[src/rtl/cpu_defs_pkg.sv]
// Shared CPU definitions: reset/NOP constants, instruction field positions
// and the next-PC source selection used by the fetch stage.
package cpu_defs;

    localparam logic [31:0] DEF_RESET_PC  = 32'h0000_0000;
    localparam logic [31:0] DEF_NOP_INSTR = 32'h0000_0000;

    localparam int unsigned IMM_LSB  = 0;
    localparam int unsigned IMM_MSB  = 15;
    localparam int unsigned JIDX_MSB = 25;

    typedef enum logic [1:0] {
        PC_SEQ    = 2'd0,
        PC_HOLD   = 2'd1,
        PC_BRANCH = 2'd2,
        PC_JUMP   = 2'd3
    } pc_sel_e;

    function automatic logic [31:0] jump_target(input logic [31:0]       pc4,
                                                input logic [JIDX_MSB:0] idx);
        return {pc4[31:28], idx, 2'b00};
    endfunction

endpackage

[src/rtl/fetch_stage_pc_next.sv]
// Next-PC computation: sequential, branch and jump targets plus the
// redirect/stall priority mux feeding the PC register.
module pc_next_logic
    import cpu_defs::*;
(
    input  logic [31:0]       i_pc,
    input  logic [31:0]       i_if_id_pc4,
    input  logic              i_stall,
    input  logic              i_branch_taken,
    input  logic [31:0]       i_branch_offset,
    input  logic              i_jump,
    input  logic [JIDX_MSB:0] i_jump_index,
    output logic [31:0]       o_pc4,
    output logic [31:0]       o_next_pc,
    output pc_sel_e           o_sel
);

    logic [31:0] w_pc4;
    logic [31:0] w_br_tgt;
    logic [31:0] w_j_tgt;

    always_comb begin
        w_pc4    = i_pc + 32'd4;
        w_br_tgt = i_if_id_pc4 + {i_branch_offset[29:0], 2'b00};
        w_j_tgt  = jump_target(i_if_id_pc4, i_jump_index);
    end

    // Redirects beat stall: the stalled fetch slot is already wrong-path.
    always_comb begin
        o_sel     = PC_SEQ;
        o_next_pc = w_pc4;
        if (i_jump) begin
            o_sel     = PC_JUMP;
            o_next_pc = w_j_tgt;
        end else if (i_branch_taken) begin
            o_sel     = PC_BRANCH;
            o_next_pc = w_br_tgt;
        end else if (i_stall) begin
            o_sel     = PC_HOLD;
            o_next_pc = i_pc;
        end
    end

    assign o_pc4 = w_pc4;

endmodule

[src/rtl/fetch_stage.sv]
// Instruction-fetch stage: PC register and IF/ID pipeline register, fed by a
// combinational instruction memory and redirected by decode.
module fetch_stage
    import cpu_defs::*;
#(
    parameter logic [31:0] RESET_PC  = DEF_RESET_PC,
    parameter logic [31:0] NOP_INSTR = DEF_NOP_INSTR
) (
    input  logic              clk,
    input  logic              rst,
    input  logic              stall,
    input  logic              branch_taken,
    input  logic [31:0]       branch_offset,
    input  logic              jump,
    input  logic [JIDX_MSB:0] jump_index,
    output logic [31:0]       imem_addr,
    input  logic [31:0]       imem_data,
    output logic [31:0]       if_id_instr,
    output logic [31:0]       if_id_pc4,
    output logic              if_id_valid,
    output logic [15:0]       imm16
);

    logic [31:0] r_pc;
    logic [31:0] r_if_id_instr;
    logic [31:0] r_if_id_pc4;
    logic        r_if_id_valid;

    logic [31:0] w_pc4;
    logic [31:0] w_next_pc;
    pc_sel_e     w_sel;

    pc_next_logic u_pc_next (
        .i_pc            (r_pc),
        .i_if_id_pc4     (r_if_id_pc4),
        .i_stall         (stall),
        .i_branch_taken  (branch_taken),
        .i_branch_offset (branch_offset),
        .i_jump          (jump),
        .i_jump_index    (jump_index),
        .o_pc4           (w_pc4),
        .o_next_pc       (w_next_pc),
        .o_sel           (w_sel)
    );

    // A flush replaces the instruction with a bubble; its pc4 is left as-is.
    always_ff @(posedge clk) begin
        if (rst) begin
            r_pc          <= RESET_PC;
            r_if_id_instr <= NOP_INSTR;
            r_if_id_pc4   <= '0;
            r_if_id_valid <= 1'b0;
        end else begin
            r_pc <= w_next_pc;
            unique case (w_sel)
                PC_JUMP, PC_BRANCH: begin
                    r_if_id_instr <= NOP_INSTR;
                    r_if_id_valid <= 1'b0;
                end
                PC_HOLD: begin
                    r_if_id_instr <= r_if_id_instr;
                    r_if_id_pc4   <= r_if_id_pc4;
                    r_if_id_valid <= r_if_id_valid;
                end
                default: begin
                    r_if_id_instr <= imem_data;
                    r_if_id_pc4   <= w_pc4;
                    r_if_id_valid <= 1'b1;
                end
            endcase
        end
    end

    assign imem_addr   = r_pc;
    assign if_id_instr = r_if_id_instr;
    assign if_id_pc4   = r_if_id_pc4;
    assign if_id_valid = r_if_id_valid;
    assign imm16       = r_if_id_instr[IMM_MSB:IMM_LSB];

endmodule
[config.mk]
export PLATFORM = sky130hd
export DESIGN_NAME = fetch_stage
export DESIGN_NICKNAME = d
export VERILOG_FILES = /design/src/rtl/cpu_defs_pkg.sv /design/src/rtl/fetch_stage_pc_next.sv /design/src/rtl/fetch_stage.sv
export SDC_FILE = /design/constraint.sdc
export NUM_CORES = 1
export LEC_CHECK = 0
export ABC_AREA = 1
export CAP_MARGIN = 20
export CORE_MARGIN = 4
export CORE_UTILIZATION = 50
export CTS_BUF_LIST = sky130_fd_sc_hd__clkbuf_2 sky130_fd_sc_hd__clkbuf_4 sky130_fd_sc_hd__clkbuf_8
export DETAILED_ROUTE_END_ITERATION = 7
export PLACE_DENSITY = 0.88
export SETUP_SLACK_MARGIN = 0.3
export SYNTH_ARGS = -nofsm -noshare
export SYNTH_HDL_FRONTEND = slang
export SYNTH_SLANG_ARGS = --single-unit
[constraint.sdc]
create_clock -name clk -period 2.8 [get_ports clk]
set_input_delay 0.56 -clock clk [delete_from_list [all_inputs] [get_ports clk]]
set_output_delay 0.56 -clock clk [all_outputs]
set_load 0.02 [all_outputs]
# Word level (Yosys, flattened, before mapping)
# Index checks and enable logic that the tools add are counted.
[totals]
reg_bits = 97
inputBits = 95
out_inout_bits = 113
word_cells = 23
[op_classes]
n_addsub = 2
eq_ne = 5
n_mux = 8
n_reduce_logical = 3
[ops]
columns = ["operator", "count"]
rows = [
  ["$mux W32", 3],
  ["$pmux W32 S2", 1],
  ["$add A32 B3 Y32 const B", 1],
  ["$add A32 B32 Y32", 1],
  ["$eq A2 B2 Y1 const B", 2],
  ["$mux W2", 2],
  ["$reduce_or A2 Y1", 2],
  ["$ne A3 B1 Y1 const B", 1],
  ["$reduce_or A3 Y1", 1],
  ["$eq A2 B1 Y1 const B", 1],
  ["$ne A2 B1 Y1 const B", 1],
  ["$pmux W1 S2", 1],
  ["$mux W1", 1],
]

# Depth between registers and ports, before layout
[depth]
word_depth = 6
mapped_depth = 14
depth_no_buf = 14

# Modules after synthesis
# A second synthesis with hierarchy kept.
[unflattened]
hier_cells = 1260
hier_area_um2 = 7526.0
[modules_own_cells]
columns = ["mod", "instances", "cells_per_inst", "area_per_inst_um2", "seq_area_each_um2"]
rows = [
  ["pc_next_logic", 1, 794, 3998.8, 0.0],
  ["fetch_stage", 1, 466, 3527.1, 1941.9],
]

# Worst setup path after synthesis
# Ideal clock, no wire load.
[synth_path]
kind = "input -> register"
from = "input port branch_offset[0]"
to = "register r_pc[16], in the netlist imem_addr[16]"
setup_ps = 119
arrival_ps = 2101
t_required_ps = 2681
slack_ps = 580
cell_stages = 10
path_buffers = 0
cell_sequence = "ha_1 > fa_1 > nand3_1 > nand3_1 > nand2_1 > nand2_1 > a21o_1 > or2_2 > nand2_1 > a21oi_1"
[synth_via]
elab_chain_cells = 3
[synth_rtl]
columns = ["item", "line_no", "rtl"]
rows = [
  ["from (decl)", "fetch_stage.sv:13", "input logic [31:0] branch_offset,"],
  ["$add A32 B32 Y32", "fetch_stage_pc_next.sv:24", "w_br_tgt = i_if_id_pc4 + {i_branch_offset[29:0], 2'b00};"],
  ["$mux W32", "fetch_stage_pc_next.sv:35", "end else if (i_branch_taken) begin"],
  ["$mux W32", "fetch_stage_pc_next.sv:32", "if (i_jump) begin"],
  ["to (signal assigned)", "fetch_stage.sv:54", "r_pc <= w_next_pc;"],
  ["to (decl)", "fetch_stage.sv:24", "logic [31:0] r_pc;"],
]
# Every way passes these cells.
# A chain may end at the register's enable or synchronous reset.

# Final worst setup path
[layout_path]
from = "input port branch_offset[0]"
to = "register r_pc[18], in the netlist imem_addr[18]"
# Same word-level chain as after synthesis.

==> summary.md <==
| Metric | Value |
|---|---|
| Unrepaired setup endpoints after global routing | no |
| Sequential fraction of the synthesis area | 27.8% |
| Critical path fanouts, max | 4 |
| DR vias | 8195 |
| Inserted Diodes | 0 |
| Synth Register Bits | 97 |
| Port buffer count | 205 |
| Pwr Density | 388 nW/um^2 |
| Count leader, synth | nand2_1 |
| I/O pins | 208 |
| Die ar. | 15900 sq um |
| PnR worst setup slack | 0.414 ns |
| Nets@finish | 1469 |
| Synthesized cell area | 6990 sq um |
| Distinct cells, synth | 37 |
| Mapped Cells | 1163 |
| Post-place setup slack | -0.0287 ns |
| Gr usage total | 30.9% |
| Initial Util | 52.0% |
| CP Data Required Time | 3.07 ns |
| Asr flop ratio synth | 0% |
| Post-CTS setup buffers | 0 |
| Slew @ Worst Pin | 0.751 ns |
| Tcrit/Tclk final | 85.2% |
| Vias in the first global route | 7733 |
| Final antenna-violating net count | 0 |
| Net count after synthesis | 1289 |
| Setup Skew | 0.0204 ns |
| EDFF count, synth | 0 |
| Global route overflow | 0 |
| Setup_tns | 0 ns |
| Synth area leaders | dfxtp_1, nand2_1, inv_1, a21oi_1, nor2_1 |
| Wirelength, routed | 25.2 mm |
| CTS H-tree lvls | 3 |
| Area leader, netlist | dfxtp_1 |
| RD Place Congestion | 0.981 |
| WHS Path Cells | 2 |
| Tot Pwr | 3620 uW |
| Max Freq | 0.419 GHz |
| Initial antenna violation count | 0 |
| R2R depth | 8 |
| Core ar. | 13500 sq um |
| Routed wire per std cell | 16.6 um |
| Synth warn | 0 |
| HP Class | flop to flop |
| Clk_lat worst skew | 0.40 ns |
| Syn-to-layout area delta | 33.7% |
| Count of pins over their slew limit | 0 |
| Maximum Capacitance Violations | 0 |
| Vias per inst | 5.38 |
| Flop2flop setup slack | 0.52 ns |
| Global-route wire length before repair | 39.5 mm |
| Relative slew slack | 49.9% |
| Max clock buf depth | 2 |
| Largest net degree at the start of global routing | 53 |
| Share of the synthesized area in the top cell type | 27.8% |
| First DRT Iteration DRCs | 817 |
| Row count | 42 |
| Status | finished clean |
| Setup CP Type | input pin to flop |
| CTS clock-pin slew for the worst setup and hold paths | 0.10 ns |
| FILL cells | 1179 |
| Final Critical Period | 2.39 ns |
| P_leak | 0.00437 uW |
| Peak supply drop | 0.000479 V |
| WP data arrival | 2.66 ns |
| Final setup fails | 0 |
| CTS sink cnt | 97 |
| Critical Path Start Type | input pin |
| CTS tree | yes |
| Drt drc | 0 |
| Post-synthesis area per instance | 6.01 sq um |
| Num CTS Buffers | 9 |
| Post-DP HPWL | 19.8 mm |
| Ys flop type | dfxtp_1 |
| Die Wd | 126 um |
| Critical Path Sink Type | flop |
| Top post-synthesis cells by count | nand2_1, inv_1, nor2_1 |
| Root buf cell | clkbuf_8 |
| Post-layout util | 69.5% |
| Die height | 126 um |
| First-pass DRT Iterations | 6 |
| Final hold vios | 0 |
| Share of layout cells above drive strength 1 | 4.67% |
## cell families (layout without fill, tap and decap cells)
kind of cell / Yosys count / in the layout / synth area share, %
AND/OR/NAND/NOR: 585 / 585 / 34.4
buffers and inverters: 226 / 411 / 13.4
AO/OA/AOI/OAI: 198 / 198 / 15.3
flip-flops: 97 / 97 / 27.8
adder cells (fa/ha/maj): 31 / 31 / 5.66
XOR/XNOR: 26 / 26 / 3.37
## per-layer routing
layer / vias up / wire (um) / track usage (%)
met5: - / 0 / 0
met2: 427 / 11500 / 49.6
met1: 3684 / 10500 / 42.1
met4: 0 / 725 / 10.9
met3: 61 / 2530 / 5.25
li1: 4023 / - / -
## stage by stage
step	instances	cell area (sq um)	hold WS, ns
2_1_floorplan	1163	6990	0.453
3_3_place_gp	1508	9130	0.447
3_5_place_dp	1508	9130	0.453
4_1_cts	1524	9340	0.467
5_1_grt	1524	9350	0.495
6_report	1524	9350	0.467
## where the power goes
part	leakage (uW)	internal, uW	switching [uW]
clock network	0.000107	431	578
logic	0.00347	454	610
registers	0.000795	1450	101
## state kept, by name (all words and copies together) (netlist names), named ones only
register	count
if_id_instr	32
if_id_pc4	32
if_id_valid	1
imem_addr	30
## worst paths after layout
path                    startpoint         endpoint
setup / recovery  branch_offset[0]    imem_addr[18]
hold / removal     if_id_instr[24]  if_id_instr[24]
hold reg to reg    if_id_instr[24]  if_id_instr[24]
setup reg to reg      imem_addr[2]    imem_addr[10]
## cell usage in the layout (no fill, tap or decap), drive strengths merged
master	count
a21o	3
a21oi	93
a31o	1
a31oi	8
and2	1
and3	1
buf	20
bufinv	1
clkbuf	9
clkdlybuf4s50	204
clkinv	1
dfxtp	97
fa	1
ha	30
inv	176
nand2	370
nand3	76
nand3b	4
nand4	2
nor2	108
nor3	18
o211ai	13
o21ai	73
o21bai	3
o221ai	4
or2	5
xnor2	6
xor2	20
## cell type report
class / instances / area (sq um) / area share (%)
well taps: 176 / 220 / 2.36
clock buffers: 9 / 124 / 1.33
flip-flops and latches: 97 / 1940 / 20.8
inverters: 171 / 642 / 6.87
clock inverters: 7 / 81.3 / 0.870
repair buffers: 224 / 2210 / 23.7
multi-input cells: 840 / 4120 / 44.1
## worst max-delay path, cell delays in order
cell and delay [ns]:
clkdlybuf4s50_1 0.42, ha_1 0.27, fa_1 0.40, nand3_1 0.12
nand3_2 0.12, nand2_1 0.08, nand2_1 0.08, nand2_1 0.07
nand2_1 0.09, or2_2 0.29, nand3_1 0.08, a31oi_1 0.08
## repair_timing
| action | in CTS | in global routing |
|---|---|---|
| gates resized for setup | 0 | 2 |
| setup endpoints to repair | 0 | 5 |
| hold buffers | 0 | 0 |
Power figures use the tool's default switching activity.
